<file path="src/rtl/instruction_loader.sv">
// Boot loader: length-prefixed byte stream -> little-endian 32-bit instruction memory writes.
// Optional trailer checksum byte is compiled in with `define LOADER_CHECKSUM_EN.
module instruction_loader #(
  parameter int unsigned DEPTH     = 1024,
  parameter int unsigned ADDR_BITS = 10
) (
  input  logic                 Clk,
  input  logic                 Rst_n,
  input  logic                 Start,
  input  logic [7:0]           InByte,
  input  logic                 InValid,
  output logic                 InReady,
  output logic                 MemWrite,
  output logic [31:0]          MemAddress,
  output logic [31:0]          MemWriteData,
  output logic [ADDR_BITS:0]   WordCount,
  output logic                 Busy,
  output logic                 Done,
  output logic                 Error,
  output logic                 CpuHold
);

  localparam int unsigned WC_W = ADDR_BITS + 1;

  typedef enum logic [2:0] {
    S_IDLE = 3'd0,
    S_LEN0 = 3'd1,
    S_LEN1 = 3'd2,
    S_DATA = 3'd3,
`ifdef LOADER_CHECKSUM_EN
    S_CSUM = 3'd4,
`endif
    S_DONE = 3'd5,
    S_ERR  = 3'd6
  } state_t;

  state_t            state_q, state_d, after_payload;
  logic [7:0]        len_lo_q, len_lo_d;
  logic [15:0]       len_q, len_d, len_n;
  logic [1:0]        byte_cnt_q, byte_cnt_d;
  logic [23:0]       word_buf_q, word_buf_d;
  logic              accept;
  logic              in_ready_d, mem_write_d, busy_d, done_d, error_d, hold_d;
  logic [31:0]       mem_addr_d, mem_data_d;
  logic [WC_W-1:0]   wc_d;
`ifdef LOADER_CHECKSUM_EN
  logic [7:0]        csum_q, csum_d;
`endif

  assign accept = InValid && InReady;
  assign len_n  = {InByte, len_lo_q};

  // Next-state, datapath and next-output decode
  always_comb begin
    state_d     = state_q;
    len_lo_d    = len_lo_q;
    len_d       = len_q;
    byte_cnt_d  = byte_cnt_q;
    word_buf_d  = word_buf_q;
    mem_write_d = 1'b0;
    mem_addr_d  = MemAddress;
    mem_data_d  = MemWriteData;
    wc_d        = WordCount;
`ifdef LOADER_CHECKSUM_EN
    csum_d        = csum_q;
    after_payload = S_CSUM;
`else
    after_payload = S_DONE;
`endif

    case (state_q)
      S_IDLE, S_DONE, S_ERR: begin
        if (Start) begin
          state_d    = S_LEN0;
          wc_d       = '0;
          byte_cnt_d = '0;
`ifdef LOADER_CHECKSUM_EN
          csum_d     = '0;
`endif
        end
      end
      S_LEN0: begin
        if (accept) begin
          len_lo_d = InByte;
          state_d  = S_LEN1;
        end
      end
      S_LEN1: begin
        if (accept) begin
          len_d = len_n;
          if (len_n == 16'd0)                 state_d = after_payload;
          else if (32'(len_n) > 32'(DEPTH))   state_d = S_ERR;
          else                                state_d = S_DATA;
        end
      end
      S_DATA: begin
        if (accept) begin
          byte_cnt_d = 2'(byte_cnt_q + 2'd1);
          word_buf_d = {InByte, word_buf_q[23:8]};
`ifdef LOADER_CHECKSUM_EN
          csum_d     = csum_q ^ InByte;
`endif
          // Fourth byte completes the word: emit the write pulse and advance the count
          if (byte_cnt_q == 2'd3) begin
            mem_write_d = 1'b1;
            mem_data_d  = {InByte, word_buf_q};
            mem_addr_d  = 32'({WordCount[ADDR_BITS-1:0], 2'b00});
            wc_d        = WordCount + WC_W'(1);
            if ((16'(WordCount) + 16'd1) == len_q) state_d = after_payload;
          end
        end
      end
`ifdef LOADER_CHECKSUM_EN
      S_CSUM: begin
        if (accept) state_d = (InByte == csum_q) ? S_DONE : S_ERR;
      end
`endif
      default: state_d = S_IDLE;
    endcase

    busy_d = (state_d == S_LEN0) || (state_d == S_LEN1) || (state_d == S_DATA);
`ifdef LOADER_CHECKSUM_EN
    busy_d = busy_d || (state_d == S_CSUM);
`endif
    in_ready_d = busy_d;
    done_d     = (state_d == S_DONE);
    error_d    = (state_d == S_ERR);
    hold_d     = (state_d != S_DONE);
  end

  // State and registered outputs
  always_ff @(posedge Clk or negedge Rst_n) begin
    if (!Rst_n) begin
      state_q      <= S_IDLE;
      len_lo_q     <= '0;
      len_q        <= '0;
      byte_cnt_q   <= '0;
      word_buf_q   <= '0;
      InReady      <= 1'b0;
      MemWrite     <= 1'b0;
      MemAddress   <= '0;
      MemWriteData <= '0;
      WordCount    <= '0;
      Busy         <= 1'b0;
      Done         <= 1'b0;
      Error        <= 1'b0;
      CpuHold      <= 1'b1;
`ifdef LOADER_CHECKSUM_EN
      csum_q       <= '0;
`endif
    end else begin
      state_q      <= state_d;
      len_lo_q     <= len_lo_d;
      len_q        <= len_d;
      byte_cnt_q   <= byte_cnt_d;
      word_buf_q   <= word_buf_d;
      InReady      <= in_ready_d;
      MemWrite     <= mem_write_d;
      MemAddress   <= mem_addr_d;
      MemWriteData <= mem_data_d;
      WordCount    <= wc_d;
      Busy         <= busy_d;
      Done         <= done_d;
      Error        <= error_d;
      CpuHold      <= hold_d;
`ifdef LOADER_CHECKSUM_EN
      csum_q       <= csum_d;
`endif
    end
  end

endmodule
</file>
<file path="config.mk">
export PLATFORM = sky130hd
export DESIGN_NAME = instruction_loader
export DESIGN_NICKNAME = d
export VERILOG_FILES = /design/src/rtl/instruction_loader.sv
export SDC_FILE = /design/constraint.sdc
export NUM_CORES = 1
export LEC_CHECK = 0
export BUFFER_PORTS_ARGS = -buffer_cell sky130_fd_sc_hd__buf_4
export CAP_MARGIN = 10
export CELL_PAD_IN_SITES_DETAIL_PLACEMENT = 1
export CELL_PAD_IN_SITES_GLOBAL_PLACEMENT = 1
export CORE_MARGIN = 1
export CORE_UTILIZATION = 40
export DETAILED_ROUTE_END_ITERATION = 12
export PLACE_DENSITY = 0.78
export SLEW_MARGIN = 20
export SYNTH_ARGS = -nofsm -noshare
export SYNTH_HDL_FRONTEND = slang
export SYNTH_SLANG_ARGS = --single-unit
</file>
<file path="constraint.sdc">
create_clock -name Clk -period 5.05 [get_ports Clk]
set_input_delay 1.01 -clock Clk [delete_from_list [all_inputs] [get_ports Clk]]
set_output_delay 1.01 -clock Clk [all_outputs]
set_load 0.1 [all_outputs]
</file>
==> flow_summary.ini <==
[status]
outcome = finished, final reports clean

[finish]
fin_nets = 556
num-fill-cells = 1373
multi_input_area_mm2 = 0.00197
seqCellArea_mm2 = 0.00278
antennaDiodeCount = 0
fin_area_mm2 = 0.00584
syn_to_final_growth_pct = 18.0
final_cells = 715
drive_gt1_share_pct = 26.3

[sta]
rsz0062_at_grt = false
finalSetupTns_ns = 0
slew_headroom_pct = 46.7
fin_ws_ns = 2.47
tightest_slew_ns = 0.796
finClkSkew_ns = 0.00924
max_freq_mhz = 387
hold_violations = 0
period_share_pct = 51.1
whs_ns = 0.480
period_minus_slack_ns = 2.58
finalSetupViolCount = 0
slew_viol_final = 0

[die]
initial_core_util_pct = 41.0
chipWidth_um = 113
dieArea_mm2 = 0.0128
die_y_um = 113
core_mm2 = 0.0121
num_rows = 40
num_io_pins = 93

[synth]
synth.cell_area_mm2 = 0.00495
synthCells = 481
ys_warn_count = 0
yosysTopAreaCellShare_pct = 55.6
syn_area_per_cell_um2 = 10.3
synthTopCellsByCount = nand2_1, dfrtp_1, mux2_2
synth_edf_count = 0
synth_cell_types = 43
yosysTopAreaCell = dfrtp_1
synth_seq_cells = 111
ys_top_cells_by_area = dfrtp_1, nand2_1, mux2_2, buf_4, o21ai_0
async_flop_share_pct = 100
synth.most_common_cell = nand2_1
synth_top_flop_cell = dfrtp_1
seq_area_frac_synth_pct = 56.1

[route]
ant_nets = 0
drt_iter0_drc = 150
routed-via-count = 3615
drtPass1Iterations = 4
wl_met2_um = 5940
drc_errors = 0
dr_wl_met3_um = 459
top_layer = met4
wl_met1_um = 5250
drt-total-wl_um = 11900
vias_per_cell = 5.06
wl_per_cell_um = 16.6

[power]
p_leak_nw = 2.90
p_per_area_mw_per_mm2 = 538
vdd_drop_max_v = 0.000257

[worst_setup_path]
cpLargestDelayFamily = buffers and inverters
slowest_stage = buf_4
rr_worst_depth = 7
crit_chain = buf_4 > nand3b_1 > nor2_2 > buf_4 > nand2_2 > inv_1 > buf_4 > nand2_1 > o31ai_1
reg2reg_from = WordCount[0]$_DFFE_PN0P_
path_common_cell = buf_4
cp_num_buf_inv = 4
reg2reg_to = Done$_DFF_PN0_
crit_required_ns = 5.30
r2r_slack_ns = 2.53
critPathMaxFanout = 46
startpoint_type = input port
crit_type = in -> reg
endpoint_kind = register
crit_arrival_ns = 2.83
cp_slowest_stage_delay_ns = 0.43

[global_route]
grt.overflow.total = 0
grt_pass1_wl_um = 19600
grt_pass1_vias = 3830
grtUsageTotal_pct = 19.7
grt_antenna_before_repair = 0
grt_max_degree = 82

[min_path]
hold_class = reg -> reg
min_path_cells = 2
holdPathEnd = MemAddress[11]$_DFFE_PN0P_
holdCritStartpoint = MemAddress[11]$_DFFE_PN0P_

[clock_network]
cts-resized-gates = 0
cts.clk_slew.worst_paths_ns = 0.07
post-cts-setup-buffers = 0
numClockSinks = 111
cts_inserted_buffers = 9
clk_latency_ns = 0.35
cts_tree = yes
clockBufferDepth = 2
ctsHtreeMaxLevel = 3
cts_root_buf = clkbuf_16
cts_hold_buf = 0

[place]
placedCellCount = 699
placed_cell_area_mm2 = 0.00554
pre_cts_slack_ns = 2.09
gp_congestion = 0.763
hpwl_um = 8090
port_buffers = 70

[flow_run]
max_cap_violations = 0
-- cell usage in the layout (no fill, tap or decap), types with 4 or more instances in the layout --
| cell | instances |
|---|---|
| nand2_1 | 145 |
| dfrtp_1 | 110 |
| buf_4 | 73 |
| mux2_2 | 47 |
| o21ai_0 | 25 |
| conb_1 | 22 |
| nor2_1 | 14 |
| clkbuf_16 | 9 |
| inv_1 | 8 |
| a21oi_1 | 7 |
| xnor2_1 | 7 |
| xor2_1 | 6 |
| a31oi_1 | 6 |
| nand3_1 | 6 |
| o31ai_1 | 6 |
| nand4_1 | 4 |
| nor3_1 | 4 |
| nor4_1 | 4 |
-- routing by layer --
layer  vias to the layer above  GRT usage [%]
li1                       1687              -
met1                      1812           24.9
met4                         0           7.72
met2                        95           33.9
met5                         -              0
met3                        21           3.05
-- worst register-to-register path: cells and delay by family, from the launching register on --
kind                     cells  cell delay [ns]
AO/OA/AOI/OAI                3             0.69
adder cells (fa/ha/maj)      1             0.36
flip-flops                   1             0.59
AND/OR/NAND/NOR              3             0.81
-- state kept, by name (all words and copies together), names as in the netlist --
register / count
MemWriteData: 32
MemWrite: 1
word_buf_q: 24
MemAddress: 10
state_q: 3
WordCount: 11
len_lo_q: 8
Done: 1
CpuHold: 1
len_q: 16
Error: 1
byte_cnt_q: 2
Busy: 1
-- worst max-delay path by stage --
stage | from | slack, ns | to | cells past startpoint
2_1_floorplan | WordCount[1]$_DFFE_PN0P_ | 2.32 | Done$_DFF_PN0_ | 7
3_3_place_gp | InByte[1] | 2.22 | Done$_DFF_PN0_ | 7
3_5_place_dp | InValid | 2.09 | WordCount[9]$_DFFE_PN0P_ | 9
4_1_cts | InValid | 2.46 | WordCount[9]$_DFFE_PN0P_ | 9
5_1_grt | InValid | 2.27 | WordCount[9]$_DFFE_PN0P_ | 9
6_report | InValid | 2.47 | WordCount[9]$_DFFE_PN0P_ | 9
-- kinds of logic (layout without fill, tap and decap cells) --
group | count (synthesis) | count (layout) | synth area share, %
mux | 48 | 48 | 10.9
fa+ha+maj | 2 | 2 | 0.505
buf+inv | 53 | 98 | 5.86
simple gates | 199 | 199 | 17.3
flops | 111 | 111 | 56.1
xor+xnor | 13 | 13 | 2.30
compound gates | 54 | 54 | 6.92
other cells | 1 | 22 | 0.0757
-- power breakdown --
| group | internal (W) | leakage [nW] | switching, W | total, W |
|---|---|---|---|---|
| logic | 0.000359 | 1.30 | 0.000732 | 0.00109 |
| clock network | 0.000362 | 0.148 | 0.000349 | 0.000711 |
| registers | 0.00114 | 1.45 | 0.000200 | 0.00134 |
| total | 0.00186 | 2.90 | 0.00128 | 0.00314 |
-- per-stage QoR --
step / util [%] / total power, W
2_1_floorplan: - / 0.00218
3_3_place_gp: 45.9 / 0.00238
3_5_place_dp: 45.9 / 0.00244
4_1_cts: 48.4 / 0.00317
5_1_grt: 48.4 / 0.00330
6_report: 48.4 / 0.00314
-- final cells by class --
| class | instances | share of cell area, % |
|---|---|---|
| Clock buffer | 10 | 4.09 |
| Multi-Input combinational cell | 338 | 33.7 |
| Tap cell | 168 | 3.60 |
| Inverter | 8 | 0.514 |
| Timing Repair Buffer | 74 | 9.58 |
| Clock inverter | 6 | 0.985 |
| Sequential cell | 111 | 47.6 |
No activity file was read; power rests on OpenSTA's default activity.
